## src/rtl/parking_input_frontend.sv

```systemverilog
// -----------------------------------------------------------------------------
// parking_input_frontend
//
// Input conditioning and password capture ahead of the parking controller.
// The raw entrance/exit sensors are optionally synchronised, then debounced.
// A two-digit password is assembled from keypad strobes and held stable on
// password_1/password_2 until a clear, a timeout or reset.
//
// Build option:
//   PARKING_FRONTEND_SYNC_EN  defined   -> two-flop synchroniser on each raw
//                                          sensor before the debounce
//                             undefined -> raw sensors feed the debounce
//                                          directly (synchronous benches only)
//
// Parameters:
//   DEBOUNCE_CYCLES  stable cycles needed before a sensor output changes (1..255)
//   TIMEOUT_CYCLES   cycles allowed between first and second digit (2..65535)
//
// Ports:
//   clk              single clock, rising edge
//   reset_n          asynchronous active-low reset
//   raw_entrance     raw entrance sensor (asynchronous)
//   raw_exit         raw exit sensor (asynchronous)
//   key_data[1:0]    keypad digit, valid with key_valid
//   key_valid        single-cycle digit strobe
//   key_clear        single-cycle clear strobe
//   sensor_entrance  debounced entrance sensor
//   sensor_exit      debounced exit sensor
//   password_1[1:0]  first captured digit
//   password_2[1:0]  second captured digit
//   pass_ready       both digits captured
//   entry_err        one-cycle error pulse (timeout or extra digit)
//
// Capture FSM:
//   state     | meaning
//   EMPTY     | no digit captured, both digits 00
//   ONE_DIGIT | first digit held, timeout counter running
//   FULL      | both digits held, pass_ready high
// -----------------------------------------------------------------------------
module parking_input_frontend #(
    parameter int DEBOUNCE_CYCLES = 4,
    parameter int TIMEOUT_CYCLES  = 16
) (
    input  logic       clk,
    input  logic       reset_n,
    input  logic       raw_entrance,
    input  logic       raw_exit,
    input  logic [1:0] key_data,
    input  logic       key_valid,
    input  logic       key_clear,
    output logic       sensor_entrance,
    output logic       sensor_exit,
    output logic [1:0] password_1,
    output logic [1:0] password_2,
    output logic       pass_ready,
    output logic       entry_err
);

    localparam logic [7:0]  DEB_LAST = 8'(DEBOUNCE_CYCLES - 1);
    localparam logic [15:0] TO_LAST  = 16'(TIMEOUT_CYCLES - 1);

    typedef enum logic [1:0] {
        EMPTY     = 2'd0,
        ONE_DIGIT = 2'd1,
        FULL      = 2'd2
    } state_t;

    // index 0 = entrance, index 1 = exit
    logic [1:0] cond;
    logic [1:0] deb_q;
    logic [7:0] deb_cnt [2];

    // ------------------------------------------------------------------
    // Sensor conditioning
    // ------------------------------------------------------------------
`ifdef PARKING_FRONTEND_SYNC_EN
    logic [1:0] sync_1;
    logic [1:0] sync_2;

    always_ff @(posedge clk or negedge reset_n) begin
        if (!reset_n) begin
            sync_1 <= 2'b00;
            sync_2 <= 2'b00;
        end else begin
            sync_1 <= {raw_exit, raw_entrance};
            sync_2 <= sync_1;
        end
    end

    assign cond = sync_2;
`else
    assign cond = {raw_exit, raw_entrance};
`endif

    // A change is accepted on the DEBOUNCE_CYCLES-th consecutive differing
    // sample; any agreeing sample restarts the count.
    always_ff @(posedge clk or negedge reset_n) begin
        if (!reset_n) begin
            deb_q <= 2'b00;
            for (int i = 0; i < 2; i++) begin
                deb_cnt[i] <= 8'd0;
            end
        end else begin
            for (int i = 0; i < 2; i++) begin
                if (cond[i] != deb_q[i]) begin
                    if (deb_cnt[i] == DEB_LAST) begin
                        deb_q[i]   <= cond[i];
                        deb_cnt[i] <= 8'd0;
                    end else if (deb_cnt[i] != 8'hFF) begin
                        deb_cnt[i] <= deb_cnt[i] + 8'd1;
                    end
                end else begin
                    deb_cnt[i] <= 8'd0;
                end
            end
        end
    end

    assign sensor_entrance = deb_q[0];
    assign sensor_exit     = deb_q[1];

    // ------------------------------------------------------------------
    // Password capture
    // ------------------------------------------------------------------
    state_t      state;
    state_t      state_next;
    logic [15:0] to_cnt;
    logic [15:0] to_cnt_next;
    logic [1:0]  pw1_next;
    logic [1:0]  pw2_next;
    logic        err_next;
    logic        exit_prev;
    logic        clear_evt;

    // A departing car (debounced exit rising) wipes any partial entry.
    assign clear_evt = key_clear | (sensor_exit & ~exit_prev);

    always_ff @(posedge clk or negedge reset_n) begin
        if (!reset_n) begin
            state      <= EMPTY;
            to_cnt     <= 16'd0;
            password_1 <= 2'b00;
            password_2 <= 2'b00;
            pass_ready <= 1'b0;
            entry_err  <= 1'b0;
            exit_prev  <= 1'b0;
        end else begin
            state      <= state_next;
            to_cnt     <= to_cnt_next;
            password_1 <= pw1_next;
            password_2 <= pw2_next;
            pass_ready <= (state_next == FULL);
            entry_err  <= err_next;
            exit_prev  <= sensor_exit;
        end
    end

    always_comb begin
        state_next  = state;
        to_cnt_next = 16'd0;
        pw1_next    = password_1;
        pw2_next    = password_2;
        err_next    = 1'b0;

        if (clear_evt) begin
            state_next = EMPTY;
            pw1_next   = 2'b00;
            pw2_next   = 2'b00;
        end else begin
            case (state)
                EMPTY: begin
                    if (key_valid) begin
                        pw1_next   = key_data;
                        state_next = ONE_DIGIT;
                    end
                end
                ONE_DIGIT: begin
                    // A digit on the final timeout cycle still wins.
                    if (key_valid) begin
                        pw2_next   = key_data;
                        state_next = FULL;
                    end else if (to_cnt == TO_LAST) begin
                        state_next = EMPTY;
                        pw1_next   = 2'b00;
                        pw2_next   = 2'b00;
                        err_next   = 1'b1;
                    end else begin
                        to_cnt_next = to_cnt + 16'd1;
                    end
                end
                FULL: begin
                    if (key_valid) begin
                        err_next = 1'b1;
                    end
                end
                default: begin
                    state_next = EMPTY;
                    pw1_next   = 2'b00;
                    pw2_next   = 2'b00;
                end
            endcase
        end
    end

endmodule

```

## config.mk

```make
export PLATFORM = sky130hd
export DESIGN_NAME = parking_input_frontend
export DESIGN_NICKNAME = d
export VERILOG_FILES = /design/src/rtl/parking_input_frontend.sv
export SDC_FILE = /design/constraint.sdc
export NUM_CORES = 1
export LEC_CHECK = 0
export ABC_AREA = 1
export BUFFER_PORTS_ARGS = -buffer_cell sky130_fd_sc_hd__buf_2
export CAP_MARGIN = 20
export CORE_MARGIN = 4
export CORE_UTILIZATION = 54
export CTS_CLUSTER_SIZE = 12
export DETAILED_ROUTE_END_ITERATION = 10
export PLACE_DENSITY = 0.75
export SYNTH_ARGS = -nofsm -noshare
export SYNTH_HDL_FRONTEND = slang
export SYNTH_SLANG_ARGS = --single-unit
```

## constraint.sdc

```tcl
create_clock -name clk -period 1.4 [get_ports clk]
set_input_delay 0 -clock clk [delete_from_list [all_inputs] [get_ports clk]]
set_output_delay 0 -clock clk [all_outputs]
set_load 0.02 [all_outputs]
```

==> reports/summary.txt, run 1 <==
======================================================================================
Highest net fanout along the worst path                                              6
Buffer depth of the longest clock path                                               2
Die height                                                                     76.0 um
Critical path's top delay family                                            flip-flops
Crit path launch                                                              state[0]
Clock Root Buffer                                                         sky130_fd_sc_hd__clkbuf_8
Category of the worst setup path launch point                                flip-flop
Number of nets with antenna violations after detailed routing                        0
Highest clock frequency the design can meet                                    701 MHz
Total DRC errors in the routed layout                                                0
Violated checks                                                           negative setup slack
Final setup viols                                                                    2
Routed length on met1                                                          2510 um
Final setup skew                                                            0.00682 ns
Antenna violations before repair                                                     0
Non-Filler Cell Area, Final                                                  3330 um^2
Wire length on met3                                                             245 um
Largest net degree at the start of global routing                                   28
Min Tclk post-route                                                            1.43 ns
Global Route Usage Sum                                                           19.8%
Total clock buffers created by CTS                                                   5
Setup WS post-layout                                                        -0.0260 ns
Initial core utilization                                                         56.5%
Crit-path max cell delay                                                       0.42 ns
First-pass GRT wire length                                                     9540 um
Via density per instance                                                          5.43
Row count                                                                           24
Post-route worst hold slack                                                   0.104 ns
Pin slew with the least headroom to its limit                                 0.409 ns
Required time of the critical path                                             1.60 ns
Netlist area before placement                                                2490 um^2
Fraction of final layout cells sized beyond drive strength 1                     34.8%
Clock insertion delay at the later pin of the skew report                      0.30 ns
Static leakage                                                              0.00163 uW
Pwr/cell area                                                             1290 nW/um^2
Launch point of the worst reg-to-reg path                                     state[0]
Proportion of synthesized chip area in sequential cells                          43.2%
Antenna fix cells                                                                    0
Top library cells by usage in the layout, fill and taps aside             58 x sky130_fd_sc_hd__nand2_1, 49 x sky130_fd_sc_hd__nor2_1, 42 x sky130_fd_sc_hd__dfrtp_1
Cell with the largest stage delay on the worst path                       sky130_fd_sc_hd__dfrtp_1
Max-cap violations                                                                   0
Die boundary width                                                             76.0 um
End point of the critical path                                              pass_ready
Total power                                                                    4290 uW
Detailed-route via count                                                         2,340
Post-detailed-routing wire length                                              6180 um
Port bufs                                                                           15
Number of nets produced by synthesis                                               329
Post-detailed-placement half-perimeter wirelength                              3670 um
Number of distinct standard cells referenced by the synthesized netlist             30
Area inside the core boundary                                                4410 um^2
Reg clk slew, reported paths                                                   0.08 ns
Final Cycle Share                                                                 102%
Placer's final routability congestion estimate                                   0.907
WL per Instance                                                                14.3 um
Cell count along the critical path                                                   6
Max Transition Viols Final                                                           0
Post-Syn Instances                                                                 314
Setup crit end kind                                                          flip-flop
Synthesis-stage register bit count                                                  43
Flop-to-flop setup slack                                                      -0.03 ns
Destination of the worst register-to-register timing path                   pass_ready
Area Growth Syn to Fin                                                           33.6%
First DRT Iteration DRCs                                                           153
Critical Path, Cell by Cell                                               inv_1 -> ha_2 -> a21oi_1 -> or2_0 -> a21oi_2 -> nor2_1
Total buffers and inverters traversed by the critical path                           1
R2R depth                                                                            6
Max Used Layer                                                                    met4
Clock tree from TritonCTS                                                          yes
VDD IR max                                                                     1120 uV
Number of placed I/O pins                                                           16
Unrepaired setup endpoints after global routing                                   true
Kind of critical path                                                       reg -> reg
Run status                                                                finished with violations
Number of global-route vias before repair                                        2,207
Filler instances                                                                   280
Clock H-tree levels                                                                  2
Worst max-slew margin expressed relative to the limit                            72.7%
WL met2                                                                        3270 um
Die area                                                                     5770 um^2
Placement Cell Area                                                          2800 um^2
Yosys warning total                                                                  0
Mean post-synth cell area                                                    7.94 um^2
Final global-route overflow total                                                    0
First drt pass iteration count                                                       5
Most common cell after layout, fill and taps aside                        sky130_fd_sc_hd__nand2_1
Data arrival time at the worst-slack endpoint                                  1.62 ns
Worst Hold Launch                                                            key_valid
TritonCTS sink count                                                                43
Final Hold Viols                                                                     0
Classification of the worst-slack hold path                                  in -> reg
Final net count                                                                    393
======================================================================================
-- timing repair --
item,CTS,global route
hold buffers,6,0
hold endpoints to repair,48,0
gates resized for setup,10,44
endpoints found under the setup margin,17,32
setup buffers,4,12
pin swaps,6,15
-- sequential cells by signal, indices dropped and copies added, names as in the netlist --
name and cells:
entry_err 1, exit_prev 1, deb_cnt 16, password_1 2, password_2 2, deb_q 2, state 2, to_cnt 16
pass_ready 1
-- logic make-up after synthesis --
group | share of synthesized area, %
AO/OA/AOI/OAI | 5.62
XOR/XNOR | 2.46
adder cells (fa/ha/maj) | 3.51
buffers and inverters | 7.53
flip-flops | 43.2
AND/OR/NAND/NOR | 37.7
-- cell usage after synthesis, drive strengths merged --
| cell type | count | area [um^2] |
|---|---|---|
| o21ai | 14 | 81.3 |
| a21oi | 6 | 52.6 |
| nand3 | 24 | 143 |
| nand4 | 11 | 68.8 |
| nand3b | 2 | 15.0 |
| inv | 44 | 165 |
| or2 | 3 | 18.8 |
| a31oi | 1 | 6.26 |
| ha | 7 | 87.6 |
| and2 | 1 | 6.26 |
| nor2 | 62 | 284 |
| xor2 | 6 | 52.6 |
| xnor2 | 1 | 8.76 |
| buf | 2 | 22.5 |
| nor3 | 13 | 85.1 |
| dfrtp | 43 | 1080 |
| nand2 | 74 | 320 |
-- power breakdown --
part	switching, uW	internal, uW	total (uW)
sequential	159	1380	1540
combinational	850	712	1560
clock	469	712	1180
-- worst min-delay path, delay by kind of cell --
family	cells	cell delay, ns
and+or+nand+nor	3	0.23
buffers and inverters	1	0.14
-- worst min-delay path by stage --
stage | endpoint | cells after the start
6_report | to_cnt[14] | 4
5_1_grt | to_cnt[14] | 4
4_1_cts | to_cnt[14] | 4
3_5_place_dp | to_cnt[12] | 1
3_3_place_gp | to_cnt[12] | 1
2_1_floorplan | deb_cnt[0] | 0
-- cell type report --
type	count	area [um^2]	share of cell area, %
multi-input combinational	225	1420	42.5
clock inverter	3	67.6	2.03
timing repair buffer	59	468	14.0
tap	52	65.1	1.95
clock buffer	5	68.8	2.07
sequential	43	1080	32.3
inverter	44	168	5.03
-- per-stage QoR --
stage          TNS [ns]  setup WS [ns]  utilization (%)  std cells
2_1_floorplan         0         0.0554                -        314
3_3_place_gp          0        0.00937             63.5        401
3_5_place_dp     -0.272        -0.0685             63.5        401
4_1_cts               0        0.00816             69.5        419
5_1_grt          -0.691         -0.115             75.5        431
6_report        -0.0483        -0.0260             75.5        431
-- per-layer routing --
| layer | vias to the layer above | GRT usage, % |
|---|---|---|
| met4 | 0 | 7.47 |
| met5 | - | 0 |
| met1 | 1138 | 23.8 |
| met2 | 65 | 34.8 |
| met3 | 16 | 3.55 |
| li1 | 1121 | - |
Note: power is estimated with default switching activity, not from simulation.
==> inputs of run 2 (changes only) <==
--- a/config.mk
+++ b/config.mk
@@ -9,10 +9,10 @@
 export BUFFER_PORTS_ARGS = -buffer_cell sky130_fd_sc_hd__buf_2
 export CAP_MARGIN = 20
 export CORE_MARGIN = 4
-export CORE_UTILIZATION = 54
+export CORE_UTILIZATION = 50
 export CTS_CLUSTER_SIZE = 12
 export DETAILED_ROUTE_END_ITERATION = 10
-export PLACE_DENSITY = 0.75
+export PLACE_DENSITY = 0.7
 export SYNTH_ARGS = -nofsm -noshare
 export SYNTH_HDL_FRONTEND = slang
 export SYNTH_SLANG_ARGS = --single-unit
==> reports/summary.txt, run 2 (synthesis results as in run 1) <==
============================================================================
Run status                                                      finished with violations   unchanged
Violated checks                                                 negative setup slack   unchanged
TritonCTS sink count                                                      43   unchanged
VDD IR max                                                           1030 uV   was 1120 uV
Number of placed I/O pins                                                 16   unchanged
Post-detailed-routing wire length                                    5360 um   was 6180 um
Die boundary width                                                   78.6 um   was 76.0 um
Pwr/cell area                                                   1150 nW/um^2   was 1290 nW/um^2
Total clock buffers created by CTS                                         5   unchanged
Initial core utilization                                               52.1%   was 56.5%
WL per Instance                                                      12.1 um   was 14.3 um
Reg clk slew, reported paths                                         0.08 ns   about the same
Number of nets with antenna violations after detailed routing              0   unchanged
Sequential cell area in the final layout                           1080 um^2   unchanged
Max Transition Viols Final                                                 0   unchanged
Antenna fix cells                                                          0   unchanged
Die area                                                           6180 um^2   was 5770 um^2
Die height                                                           78.6 um   was 76.0 um
Final core utilization                                                 68.3%   was 75.5%
Category of the worst setup path launch point                      flip-flop   unchanged
Clock insertion delay at the later pin of the skew report            0.29 ns   was 0.30 ns
Total DRC errors in the routed layout                                      0   unchanged
Largest net degree at the start of global routing                         44   was 28
Post-placement cell count                                                421   was 401
Clock Root Buffer                                               sky130_fd_sc_hd__clkbuf_8   unchanged
Unrepaired setup endpoints after global routing                         true   unchanged
Setup WS post-layout                                              -0.0226 ns   was -0.0260 ns
First drt pass iteration count                                             4   was 5
Registers with the highest flip-flop counts                     deb_cnt (16), to_cnt (16)   unchanged
Min Tclk post-route                                                  1.42 ns   was 1.43 ns
Final non-filler cell total                                              443   was 431
Final setup skew                                                  0.00923 ns   was 0.00682 ns
Clock H-tree levels                                                        2   unchanged
Most common cell after layout, fill and taps aside              sky130_fd_sc_hd__nand2_1   unchanged
Pin slew with the least headroom to its limit                       0.547 ns   was 0.409 ns
Highest net fanout along the worst path                                    6   unchanged
Highest clock frequency the design can meet                          703 MHz   was 701 MHz
Top library cells by usage in the layout, fill and taps aside   57 x sky130_fd_sc_hd__nand2_1, 45 x sky130_fd_sc_hd__nor2_1, 42 x sky130_fd_sc_hd__dfrtp_1   was 58 x sky130_fd_sc_hd__nand2_1, 49 x sky130_fd_sc_hd__nor2_1, 42 x sky130_fd_sc_hd__dfrtp_1
Filler instances                                                         370   was 280
First DRT Iteration DRCs                                                 105   was 153
Final setup viols                                                          1   was 2
Kind of critical path                                             reg -> reg   unchanged
Hold depth                                                                 4   unchanged
Row count                                                                 25   was 24
Number of global-route vias before repair                              1,997   was 2,207
Post-detailed-placement half-perimeter wirelength                    3500 um   was 3670 um
Clock tree from TritonCTS                                                yes   unchanged
Final net count                                                          391   was 393
First-pass GRT wire length                                           8490 um   was 9540 um
Area occupied by multi-input gates                                 1420 um^2   unchanged
Buffer depth of the longest clock path                                     2   unchanged
Area Growth Syn to Fin                                                 31.2%   was 33.6%
Antenna violations before repair                                           0   unchanged
Via density per instance                                                4.98   was 5.43
Required time of the critical path                                   1.58 ns   was 1.60 ns
Area inside the core boundary                                      4790 um^2   was 4410 um^2
Classification of the worst-slack hold path                        in -> reg   unchanged
Static leakage                                                    0.00157 uW   was 0.00163 uW
Placer's final routability congestion estimate                         0.837   was 0.907
Final Hold Viols                                                           0   unchanged
Detailed-route via count                                               2,207   was 2,340
Global Route Usage Sum                                                 17.0%   was 19.8%
R2R depth                                                                  6   unchanged
Data arrival time at the worst-slack endpoint                        1.61 ns   was 1.62 ns
Max-cap violations                                                         0   unchanged
Port bufs                                                                 15   unchanged
Fraction of final layout cells sized beyond drive strength 1           35.4%   was 34.8%
Setup crit end kind                                                flip-flop   unchanged
Final global-route overflow total                                          0   unchanged
Final Cycle Share                                                       102%   about the same
Worst max-slew margin expressed relative to the limit                  63.5%   was 72.7%
============================================================================
run 2: cell count changes in the layout (fill, tap and decap cells not counted), moves of 3 or more:
cell,change
sky130_fd_sc_hd__nand3_2,-4
sky130_fd_sc_hd__nand3_1,+4
sky130_fd_sc_hd__nor2_1,-4
sky130_fd_sc_hd__nand2_2,+3
sky130_fd_sc_hd__buf_6,-3
sky130_fd_sc_hd__nor2_4,+5
run 2: cell type report:
class                   count  share of cell area [%]
well taps                  67                    2.56
clock buffers               6                    2.52
inverters                  44                    5.05
flip-flops and latches     43                    32.9
multi-input cells         225                    43.3
clock inverters             1                   0.153
repair buffers             57                    13.4
run 2: metal layers:
metal  track usage, %  up-vias  part of all wire (%)
met5                0        -                     0
met4             5.77        0                   2.2
met3             3.33       11                   3.3
met2             27.6       47                    50
met1             22.8     1029                    45
li1                 -     1120                     -
run 2: power by group:
group          internal (uW)  switching (uW)  leakage, uW
combinational            641             788     0.000935
sequential              1390             129     0.000587
clock                    388             420    0.0000470
run 2: path summary, 6_finish.rpt:
check	end	slack (ns)	from
max reg2reg	pass_ready	-0.02	state[0]
min reg2reg	password_2[0]	0.47	password_2[0]
max in group asynchronous	state[0]	0.71	reset_n
min	to_cnt[13]	0.04	key_clear
max	pass_ready	-0.02	state[0]
min in group asynchronous	pass_ready	0.30	reset_n
run 2: critical path, stage by stage, from the launching register on:
cell	delay [ns]
sky130_fd_sc_hd__dfrtp_2	0.45
sky130_fd_sc_hd__inv_1	0.10
sky130_fd_sc_hd__ha_2	0.24
sky130_fd_sc_hd__a21oi_1	0.08
sky130_fd_sc_hd__or2_0	0.25
sky130_fd_sc_hd__a21oi_2	0.15
sky130_fd_sc_hd__nor2_1	0.05
run 2: repair_timing:
action                                  CTS  global route
endpoints found under the setup margin   19            30
pin swaps                                 0            15
resized for setup                         6            47
setup buffers                             0            10
hold buffers                              5             0
endpoints found under the hold margin    47             0
run 2: stage by stage:
stage	cell area, um^2	setup slack [ns]	hold WS, ns	total power [uW]	TNS (ns)
global placement	2860	0.00233	0.106	2750	0
detailed placement	2860	-0.0361	0.110	2770	-0.190
finish	3270	-0.0226	0.0352	3750	-0.0226
CTS	3010	0.00389	0.0130	3630	0
global route	3270	-0.0754	0.0352	4020	-0.903
floorplan	2490	0.0554	-0.296	2280	0
==> inputs of run 3 (changes only) <==
--- a/config.mk
+++ b/config.mk
@@ -12,7 +12,7 @@
 export CORE_UTILIZATION = 50
 export CTS_CLUSTER_SIZE = 12
 export DETAILED_ROUTE_END_ITERATION = 10
-export PLACE_DENSITY = 0.7
+export PLACE_DENSITY = 0.71
 export SYNTH_ARGS = -nofsm -noshare
 export SYNTH_HDL_FRONTEND = slang
 export SYNTH_SLANG_ARGS = --single-unit
==> reports/summary.txt, run 3 (synthesis results as in run 1) <==
============================================================================
Run status                                                      finished with violations   unchanged
Violated checks                                                 negative setup slack   unchanged
First drt pass iteration count                                             4   unchanged
Classification of the worst-slack hold path                        in -> reg   unchanged
Power share of the combinational group                                 38.9%   was 38.1%
Kind of critical path                                             reg -> reg   unchanged
Area inside the core boundary                                      4790 um^2   unchanged
Total DRC errors in the routed layout                                      0   unchanged
Filler instances                                                         372   was 370
VDD IR max                                                            982 uV   was 1030 uV
Number of global-route vias before repair                              2,100   was 1,997
Clock tree from TritonCTS                                                yes   unchanged
Row count                                                                 25   unchanged
Post-detailed-routing wire length                                    5470 um   was 5360 um
TritonCTS sink count                                                      43   unchanged
WL per Instance                                                      12.4 um   was 12.1 um
Final global-route overflow total                                          0   unchanged
Setup crit end kind                                                flip-flop   unchanged
Most frequent cell on the critical path                         sky130_fd_sc_hd__inv_2
Area occupied by multi-input gates                                 1420 um^2   about the same
Pwr/cell area                                                   1200 nW/um^2   was 1150 nW/um^2
Crit-path max cell delay                                             0.41 ns   was 0.45 ns
Clock network fraction of design power                                 22.2%   was 21.5%
Die boundary width                                                   78.6 um   unchanged
Switching power of the nets                                          1370 uW   was 1340 uW
Clock insertion delay at the later pin of the skew report            0.29 ns   about the same
Antenna violations before repair                                           0   unchanged
Setup WS post-layout                                            -0.000108 ns   was -0.0226 ns
Initial core utilization                                               52.1%   unchanged
Post-detailed-placement half-perimeter wirelength                    3640 um   was 3500 um
Detailed-route via count                                               2,180   was 2,207
Placer's final routability congestion estimate                         0.880   was 0.837
Global Route Usage Sum                                                 17.8%   was 17.0%
Clock H-tree levels                                                        2   unchanged
Number of nets with antenna violations after detailed routing              0   unchanged
Final Hold Viols                                                           0   unchanged
Number of placed I/O pins                                                 16   unchanged
Fraction of final layout cells sized beyond drive strength 1           34.5%   was 35.4%
Max-cap violations                                                         0   unchanged
Via density per instance                                                4.94   was 4.98
Cell with the largest stage delay on the worst path             sky130_fd_sc_hd__dfrtp_1   was sky130_fd_sc_hd__dfrtp_2
Worst max-slew margin expressed relative to the limit                  64.0%   was 63.5%
Data arrival time at the worst-slack endpoint                        1.61 ns   about the same
Reg clk slew, reported paths                                         0.08 ns   about the same
Highest clock frequency the design can meet                          714 MHz   was 703 MHz
Unrepaired setup endpoints after global routing                         true   unchanged
Post-placement cell count                                                418   was 421
Internal power summed over all cells                                 2530 uW   was 2410 uW
Total clock buffers created by CTS                                         5   unchanged
Static leakage                                                    0.00158 uW   was 0.00157 uW
Final Cycle Share                                                       100%   was 102%
First DRT Iteration DRCs                                                 131   was 105
Final setup skew                                                  0.00755 ns   was 0.00923 ns
Worst setup timing slack at the placement stage                   -0.0723 ns   was -0.0361 ns
Highest net fanout along the worst path                                    9   was 6
Most common cell after layout, fill and taps aside              sky130_fd_sc_hd__nand2_1   unchanged
Port bufs                                                                 15   unchanged
Category of the worst setup path launch point                      flip-flop   unchanged
Sequential fraction of design power                                    39.0%   was 40.4%
Final net count                                                          388   was 391
Critical path's top delay family                                  flip-flops   unchanged
Die area                                                           6180 um^2   unchanged
Clock Root Buffer                                               sky130_fd_sc_hd__clkbuf_8   unchanged
Antenna fix cells                                                          0   unchanged
Sequential cell area in the final layout                           1080 um^2   about the same
First-pass GRT wire length                                           8950 um   was 8490 um
Critical Path, Cell by Cell                                     inv_2 -> ha_4 -> inv_2 -> nor2_4 -> nand3_4 -> buf_12 -> nor3_2   was inv_1 -> ha_2 -> a21oi_1 -> or2_0 -> a21oi_2 -> nor2_1
Final setup viols                                                          1   unchanged
Top library cells by usage in the layout, fill and taps aside   56 x sky130_fd_sc_hd__nand2_1, 48 x sky130_fd_sc_hd__nor2_1, 43 x sky130_fd_sc_hd__dfrtp_1   was 57 x sky130_fd_sc_hd__nand2_1, 45 x sky130_fd_sc_hd__nor2_1, 42 x sky130_fd_sc_hd__dfrtp_1
Largest net degree at the start of global routing                         44   unchanged
Registers with the highest flip-flop counts                     deb_cnt (16), to_cnt (16)   unchanged
Max Transition Viols Final                                                 0   unchanged
Area Growth Syn to Fin                                                 30.8%   was 31.2%
Switching fraction of total power                                      35.1%   was 35.6%
Buffer depth of the longest clock path                                     2   unchanged
Final non-filler cell total                                              441   was 443
Total buffers and inverters traversed by the critical path                 3   was 1
Required time of the critical path                                   1.61 ns   was 1.58 ns
Pin slew with the least headroom to its limit                       0.540 ns   was 0.547 ns
Min Tclk post-route                                                  1.40 ns   was 1.42 ns
Die height                                                           78.6 um   unchanged
============================================================================
-- run 3: worst min-delay path: stages --
cell and delay [ns]:
sky130_fd_sc_hd__buf_2 0.10, sky130_fd_sc_hd__a21oi_4 0.06, sky130_fd_sc_hd__inv_1 0.08, sky130_fd_sc_hd__nor2_1 0.04
-- run 3: power groups by stage --
stage	clock network (uW)	registers [uW]	logic, uW
after floorplan	0	1590	689
after global placement	0	1520	1210
after detailed placement	0	1530	1240
after CTS	891	1500	1300
after global routing	948	1540	1670
final	866	1520	1520
-- run 3: worst paths after layout --
kind | startpoint | end | slack (ns) | depth (start not counted)
worst max-delay path | state[1] | to_cnt[9] | -0.0001 | 7
min in group asynchronous | reset_n | password_2[0] | 0.32 | 3
worst max register to register | state[1] | to_cnt[9] | -0.0001 | 7
worst min register to register | password_2[0] | password_2[0] | 0.50 | 2
max in group asynchronous | reset_n | deb_cnt[3] | 0.70 | 3
worst min-delay path | key_clear | entry_err | 0.02 | 4
-- run 3: area by class of cell --
type	count	area share, %
tap	67	2.57
timing repair buffer	54	12.9
inverter	44	5.07
multi-input combinational	225	43.4
clock buffer	8	3.07
sequential	43	33.0
-- run 3: per-stage QoR --
step / utilization (%) / hold slack [ns] / cell area [um^2] / power [uW] / setup TNS (ns)
2_1_floorplan: - / -0.296 / 2490 / 2280 / 0
3_3_place_gp: 59.2 / 0.106 / 2840 / 2730 / -0.00816
3_5_place_dp: 59.2 / 0.116 / 2840 / 2760 / -0.323
4_1_cts: 63.0 / 0.000610 / 3020 / 3700 / -0.00434
5_1_grt: 68.1 / 0.00920 / 3260 / 4170 / -0.817
6_report: 68.1 / 0.0172 / 3260 / 3900 / -0.000108
-- run 3: layer usage --
layer / global-route usage, % / routed length (um)
met1: 23.1 / 2410
met5: 0 / 0
met4: 4.55 / 115
met3: 3.44 / 160
met2: 30.5 / 2790
-- run 3: repair_timing --
item                                    in CTS  in global routing
buffers inserted                             1                  9
pin swaps                                    2                 21
resized for setup                            8                 44
hold endpoints to repair                    47                  0
endpoints found under the setup margin      18                 28
hold buffers                                 5                  0
